### src/rtl/ccff_chain_loader_pkg.sv
// Shared configuration-chain definitions: loader state encoding and the CRC-16-CCITT
// constants plus a single-bit CRC step used by both the serial CRC and the final compare.
package fpga_cfg_pkg;

  typedef enum logic [1:0] {
    IDLE   = 2'd0,
    LOAD   = 2'd1,
    VERIFY = 2'd2,
    DONE   = 2'd3
  } state_t;

  localparam logic [15:0] CRC16_POLY = 16'h1021;
  localparam logic [15:0] CRC16_INIT = 16'hFFFF;

  function automatic logic [15:0] crc16_step(input logic [15:0] crc, input logic bit_in);
    logic fb;
    fb = crc[15] ^ bit_in;
    return {crc[14:0], 1'b0} ^ (fb ? CRC16_POLY : 16'h0000);
  endfunction

endpackage

### src/rtl/ccff_chain_loader_if.sv
// Configuration word stream into the chain loader.
interface ccff_chain_loader_if #(
  parameter int WORD_W = 32
);
  // A word transfers on a rising clock edge where cfg_valid && cfg_ready; the source
  // may raise cfg_valid at any time, cfg_ready is a pure function of loader state.
  logic [WORD_W-1:0] cfg_data;
  logic              cfg_valid;
  logic              cfg_ready;

  modport master (output cfg_data, output cfg_valid, input cfg_ready);
  modport slave  (input cfg_data, input cfg_valid, output cfg_ready);
endinterface

### src/rtl/ccff_crc16_serial.sv
// Bit-serial CRC-16-CCITT accumulator; clear has priority over an update.
module ccff_crc16_serial
  import fpga_cfg_pkg::*;
(
  input  logic        clk,
  input  logic        reset,
  input  logic        clear,
  input  logic        en,
  input  logic        bit_in,
  output logic [15:0] crc
);

  always_ff @(posedge clk or posedge reset) begin
    if (reset) begin
      crc <= CRC16_INIT;
    end else if (clear) begin
      crc <= CRC16_INIT;
    end else if (en) begin
      crc <= crc16_step(crc, bit_in);
    end
  end

endmodule

### src/rtl/ccff_chain_loader.sv
// Serialises configuration words MSB-first into the ccff scan chain, with an optional
// recirculating verify pass that compares CRCs of loaded and returned bits.
module ccff_chain_loader
  import fpga_cfg_pkg::*;
#(
  parameter int  CHAIN_LEN = 64,
  parameter int  WORD_W    = 32,
  localparam int CNT_W     = $clog2(CHAIN_LEN + 1)
) (
  input  logic             prog_clk,
  input  logic             pReset,
  ccff_chain_loader_if.slave cfg,
  input  logic             start,
  input  logic             verify_en,
  output logic             ccff_head,
  output logic             ccff_shift_en,
  input  logic             ccff_tail,
  output logic             busy,
  output logic             done,
  output logic             crc_ok,
  output logic             crc_err,
  output logic [CNT_W-1:0] bit_count,
  output state_t           state
);

  localparam int BL_W = $clog2(WORD_W + 1);

  logic [WORD_W-1:0] word_buf;
  logic [BL_W-1:0]   bits_left;
  logic              verify_q;
  logic [15:0]       crc_load;
  logic [15:0]       crc_vfy;
  logic              start_acc;
  logic              load_shift;
  logic              need_more;
  logic              last_bit;
  logic              accept;

  always_comb begin
    start_acc  = start && ((state == IDLE) || (state == DONE));
    load_shift = (state == LOAD) && (bits_left != '0) && (32'(bit_count) < 32'(CHAIN_LEN));
    // Bits already shifted plus bits still buffered tell whether another word is due.
    need_more  = (32'(bit_count) + 32'(bits_left)) < 32'(CHAIN_LEN);
    last_bit   = (bit_count == CNT_W'(CHAIN_LEN - 1));
    ccff_shift_en = load_shift || (state == VERIFY);
    ccff_head  = 1'b0;
    if (state == LOAD) begin
      ccff_head = word_buf[WORD_W-1];
    end else if (state == VERIFY) begin
      ccff_head = ccff_tail;
    end
    busy = (state == LOAD) || (state == VERIFY);
    done = (state == DONE);
  end

  assign cfg.cfg_ready = (state == LOAD) && need_more &&
                         ((bits_left == '0) || ((bits_left == BL_W'(1)) && load_shift));
  assign accept = cfg.cfg_valid && cfg.cfg_ready;

  always_ff @(posedge prog_clk or posedge pReset) begin
    if (pReset) begin
      state     <= IDLE;
      bit_count <= '0;
      word_buf  <= '0;
      bits_left <= '0;
      verify_q  <= 1'b0;
      crc_ok    <= 1'b0;
      crc_err   <= 1'b0;
    end else begin
      case (state)
        IDLE, DONE: begin
          if (start) begin
            state     <= LOAD;
            bit_count <= '0;
            bits_left <= '0;
            verify_q  <= verify_en;
            crc_ok    <= 1'b0;
            crc_err   <= 1'b0;
          end
        end
        LOAD: begin
          // A refill on the last buffered bit replaces the shift, so no bubble appears.
          if (accept) begin
            word_buf  <= cfg.cfg_data;
            bits_left <= BL_W'(WORD_W);
          end else if (load_shift) begin
            word_buf  <= word_buf << 1;
            bits_left <= bits_left - 1'b1;
          end
          if (load_shift) begin
            bit_count <= bit_count + 1'b1;
            if (last_bit) begin
              bits_left <= '0;
              if (verify_q) begin
                state     <= VERIFY;
                bit_count <= '0;
              end else begin
                state <= DONE;
              end
            end
          end
        end
        VERIFY: begin
          bit_count <= bit_count + 1'b1;
          if (last_bit) begin
            // The verify CRC register has not absorbed the final tail bit yet.
            state   <= DONE;
            crc_ok  <= (crc_load == crc16_step(crc_vfy, ccff_tail));
            crc_err <= (crc_load != crc16_step(crc_vfy, ccff_tail));
          end
        end
        default: state <= IDLE;
      endcase
    end
  end

  ccff_crc16_serial u_crc_load (
    .clk    (prog_clk),
    .reset  (pReset),
    .clear  (start_acc),
    .en     (load_shift),
    .bit_in (ccff_head),
    .crc    (crc_load)
  );

  ccff_crc16_serial u_crc_vfy (
    .clk    (prog_clk),
    .reset  (pReset),
    .clear  (start_acc),
    .en     (state == VERIFY),
    .bit_in (ccff_tail),
    .crc    (crc_vfy)
  );

endmodule

### src/flat_wrapper.sv
// flat-port wrapper written by rule: the top's interface ports become plain ports
module ccff_chain_loader_flat import fpga_cfg_pkg::*;
#(
  parameter int  CHAIN_LEN = 64,
  parameter int  WORD_W    = 32,
  localparam int CNT_W     = $clog2(CHAIN_LEN + 1)
)
  (prog_clk, pReset, start, verify_en, ccff_head, ccff_shift_en, ccff_tail, busy, done, crc_ok, crc_err, bit_count, state, cfg_cfg_data, cfg_cfg_valid, cfg_cfg_ready);
  ccff_chain_loader_if #(.WORD_W(WORD_W)) cfg_i ();
  input  logic prog_clk;
  input  logic pReset;
  input  logic start;
  input  logic verify_en;
  output logic ccff_head;
  output logic ccff_shift_en;
  input  logic ccff_tail;
  output logic busy;
  output logic done;
  output logic crc_ok;
  output logic crc_err;
  output logic [CNT_W-1:0] bit_count;
  output state_t state;
  input wire logic [$bits(cfg_i.cfg_data)-1:0] cfg_cfg_data;
  input wire logic [$bits(cfg_i.cfg_valid)-1:0] cfg_cfg_valid;
  output wire logic [$bits(cfg_i.cfg_ready)-1:0] cfg_cfg_ready;
  assign cfg_i.cfg_data = cfg_cfg_data;
  assign cfg_i.cfg_valid = cfg_cfg_valid;
  assign cfg_cfg_ready = cfg_i.cfg_ready;
  ccff_chain_loader #(.CHAIN_LEN(CHAIN_LEN), .WORD_W(WORD_W)) u_core (.prog_clk(prog_clk), .pReset(pReset), .cfg(cfg_i), .start(start), .verify_en(verify_en), .ccff_head(ccff_head), .ccff_shift_en(ccff_shift_en), .ccff_tail(ccff_tail), .busy(busy), .done(done), .crc_ok(crc_ok), .crc_err(crc_err), .bit_count(bit_count), .state(state));
endmodule
### config.mk
export PLATFORM = sky130hd
export DESIGN_NAME = ccff_chain_loader_flat
export DESIGN_NICKNAME = d
export VERILOG_FILES = /design/src/rtl/ccff_chain_loader_pkg.sv /design/src/rtl/ccff_chain_loader_if.sv /design/src/rtl/ccff_crc16_serial.sv /design/src/rtl/ccff_chain_loader.sv /design/src/flat_wrapper.sv
export SDC_FILE = /design/constraint.sdc
export NUM_CORES = 1
export LEC_CHECK = 0
export BUFFER_PORTS_ARGS = -buffer_cell sky130_fd_sc_hd__buf_2
export CAP_MARGIN = 20
export CORE_AREA = 2 2 177 110
export CTS_BUF_LIST = sky130_fd_sc_hd__clkbuf_2
export CTS_CLUSTER_SIZE = 8
export DETAILED_ROUTE_END_ITERATION = 8
export DIE_AREA = 0 0 179 112
export GPL_TIMING_DRIVEN = 0
export PLACE_DENSITY = 0.44
export SETUP_SLACK_MARGIN = 0.02
export SLEW_MARGIN = 10
export SYNTH_ARGS = -nofsm -noshare
export SYNTH_HDL_FRONTEND = slang
export SYNTH_SLANG_ARGS = --single-unit
### constraint.sdc
create_clock -name prog_clk -period 3.1 [get_ports prog_clk]
set_input_delay 0 -clock prog_clk [delete_from_list [all_inputs] [get_ports prog_clk]]
set_output_delay 0 -clock prog_clk [all_outputs]
set_load 0.05 [all_outputs]
==> impl_metrics.tcl <==
set metrics [dict create \
    synth_top_cell_by_area "dfrtp_1" \
    rsz0062_at_grt "false" \
    synthTopCellsByArea "dfrtp_1 29%, dfstp_2 19%, mux2i_1 11%" \
    antennaDiodeCount 0 \
    cp-startpoint "u_core.bits_left[0]" \
    cp.buffers_inverters 4 \
    io_pins 54 \
    reg2reg_to "u_core.word_buf[0]" \
    die-area_um2 20000 \
    timing.fmax_mhz 354 \
    dieWidth_um 179 \
    drtIter0Drc 202 \
    clock-root-buffer "clkbuf_2" \
    min_path_type "input port to register" \
    slew_headroom_pct 47.0 \
    fp.dieH_um 112 \
    hold_viol_final 0 \
    io_buffer_count 53 \
    arrival_ns 3.32 \
    rr_startpoint "u_core.bits_left[0]" \
    clkTransAtPathRegs_ns 0.25 \
    fin_worst_skew_ns 0.0241 \
    max-cap-violations 0 \
    vias_per_cell 4.41 \
    clk_latency_ns 0.53 \
    post_cts_buffers 0 \
    critPathTopFamily "buffers and inverters" \
    power_density_nw_per_um2 990 \
    final_min_period_over_clock_period_pct 91.0 \
    crit_end "u_core.word_buf[0]" \
    worst_slew_pin_slew_ns 0.785 \
    cp-end-kind "register" \
    irDropWorstVdd_mv 0.332 \
    wl_per_cell_um 13.8 \
    grt_usage_pct 11.5 \
    cp.depth 9 \
    drc 0 \
    drt-total-wl_mm 11.0 \
    clockBufferDepth 2 \
    synth_seq_area_share_pct 48.1 \
    start_kind "register" \
    async_reset_ff_share_pct 100 \
    cts_buffers 9 \
    place.gp.congestion 0.773 \
    grt_pass1_wl_mm 18.0 \
    cpMostUsedCell "clkbuf_1" \
    yosys.cell_types.count 47 \
    cp.required_ns 3.60 \
    antenna_found_initial 0 \
    drtPass1Iterations 4 \
    setup_viol 0 \
    grt_start_max_net_pins 53 \
    ys_seq_elements 82 \
    path_cells "inv_1 -> ha_1 -> clkbuf_1 -> nor2_1 -> a2111oi_4 -> nand3_2 -> clkbuf_1 -> o21ai_0 -> dlygate4sd3_1" \
    avgSynthCellArea_um2 9.84 \
    synth_edf_count 0 \
    syn_to_final_growth_pct 27.0 \
    synth.net_count 491 \
    slew_violations 0 \
    ant_nets 0 \
    start_util_pct 23.5 \
    place_area_um2 4950 \
    dp_cells 742 \
    syn_inst 442 \
    r2r_cells 9 \
    fin_tns_setup_ns 0 \
    grt_pass1_vias 3514 \
    hold_ws_ns 0.219 \
    status "finished clean" \
    grt-ovfl-total 0 \
    clock-sinks 82 \
    p_leak_uw 0.00251 \
    coreArea_um2 18500 \
    vias 3529 \
    design_area_um2 5520 \
    synth_ff_type "dfrtp_1" \
    syn_area_um2 4350 \
    yosys_warnings 0 \
    instances_no_fill 801 \
    critPathMaxFanout 10 \
    slowest_delay_ns 0.56 \
    synth.top_cell.area_share_pct 28.8 \
    critical_path_class "register to register" \
    r2r_setup_slack_ns 0.28 \
    nets 599 \
    cts_tree "done" \
    row_count 39 \
    drive_gt1_share_pct 21.8 \
    post-dp-hpwl_mm 8.10 \
    slowest_stage "dlygate4sd3_1" \
    period_minus_slack_ns 2.82 \
    cts_max_level 3 \
]
## Yosys cell counts, drive strengths merged, types with 4 or more instances
| library cell | number |
|---|---|
| a21o | 5 |
| dfrtp | 50 |
| nor3 | 4 |
| mux2i | 48 |
| nor2 | 37 |
| nand3 | 26 |
| clkbuf | 12 |
| a31oi | 6 |
| o21ai | 11 |
| nand2b | 4 |
| buf | 10 |
| inv | 16 |
| ha | 11 |
| xnor2 | 22 |
| a21oi | 41 |
| dfstp | 32 |
| o22ai | 4 |
| nand4 | 4 |
| nand2 | 65 |
## flip-flops by register name, indices dropped and copies added, names as in the netlist
signal and flops:
u_core.word_buf 32, u_core.crc_ok 1, u_core.state 2, u_core.crc_err 1, u_core.u_crc_load.crc 16, u_core.u_crc_vfy.crc 16
u_core.verify_q 1, u_core.bit_count 7, u_core.bits_left 6
## layout make-up
type / count / area [um^2]
inverters: 16 / 62.6
multi-input cells: 322 / 2050
flip-flops and latches: 82 / 2090
clock inverters: 6 / 90.1
plain buffers: 22 / 143
clock buffers: 10 / 50.0
fillers: 1930 / 13000
well taps: 246 / 308
repair buffers: 97 / 723
## report_power, final
part	total (uW)	leakage, uW	switching, uW	internal [uW]
Clock	668	0.0000841	394	274
Combinational	2930	0.00150	1740	1190
Sequential	1870	0.000924	325	1550
## through the flow
step	total power [uW]	utilization, %	setup slack, ns
after floorplan	4070	-	0.589
after global placement	4710	26.6	-0.109
after detailed placement	4760	26.8	0.595
after CTS	5530	29.9	0.266
after global routing	5940	29.9	0.0857
final	5470	29.9	0.278
## how the worst min path moves through the flow
stage                                 from  depth (start not counted)  slack [ns]             endpoint
after CTS                 cfg_cfg_data[13]                          4        0.14  u_core.word_buf[13]
final                     cfg_cfg_data[12]                          4        0.22  u_core.word_buf[12]
after global routing       cfg_cfg_data[9]                          4        0.15   u_core.word_buf[9]
after detailed placement            pReset                          2        0.04      u_core.verify_q
after global placement           verify_en                          3        0.24      u_core.verify_q
after floorplan                  verify_en                          2        0.12      u_core.verify_q
## logic make-up after synthesis
family	count (synthesis)	share of synthesized area, %
xor gates and xnor gates	23	4.63
and+or+nand+nor	157	16.3
DFF	82	48.1
muxes	48	11.1
buffers and inverters	38	4.66
AOI/OAI and AO/OA	83	12.1
adders and majority gates	11	3.17
## cells in the final DEF, fill, tap and decap left out, drive strengths merged, types with 17 or more instances in the layout
master | synthesis | layout
inv | 16 | 17
nand2 | 65 | 65
dfrtp | 50 | 50
clkbuf | 12 | 22
nand3 | 26 | 26
dlygate4sd3 | 0 | 43
xnor2 | 22 | 22
dfstp | 32 | 32
nor2 | 37 | 37
buf | 10 | 64
a21oi | 41 | 41
mux2i | 48 | 48
## worst register-to-register path: cells and delay by family (launching register included)
family	cells	cell delay, ns
adders and majority gates	1	0.14
AOI/OAI and AO/OA	2	0.54
buffers and inverters	4	1.27
DFF	1	0.50
and+or+nand+nor	2	0.36
## per-layer routing
metal | wire length [um] | vias up | track usage, %
met5 | 0 | - | 0
met4 | 65 | 0 | 2.44
met3 | 419 | 7 | 2.70
met2 | 4270 | 64 | 15.3
met1 | 6290 | 1714 | 18.4
li1 | - | 1744 | -
## what timing repair did
| item | in CTS | in global routing |
|---|---|---|
| hold buffers | 43 | 0 |
| resized for setup | 0 | 0 |
| hold endpoints to repair | 117 | 0 |
| setup endpoints to repair | 0 | 0 |
(Power assumes the default switching activity.)
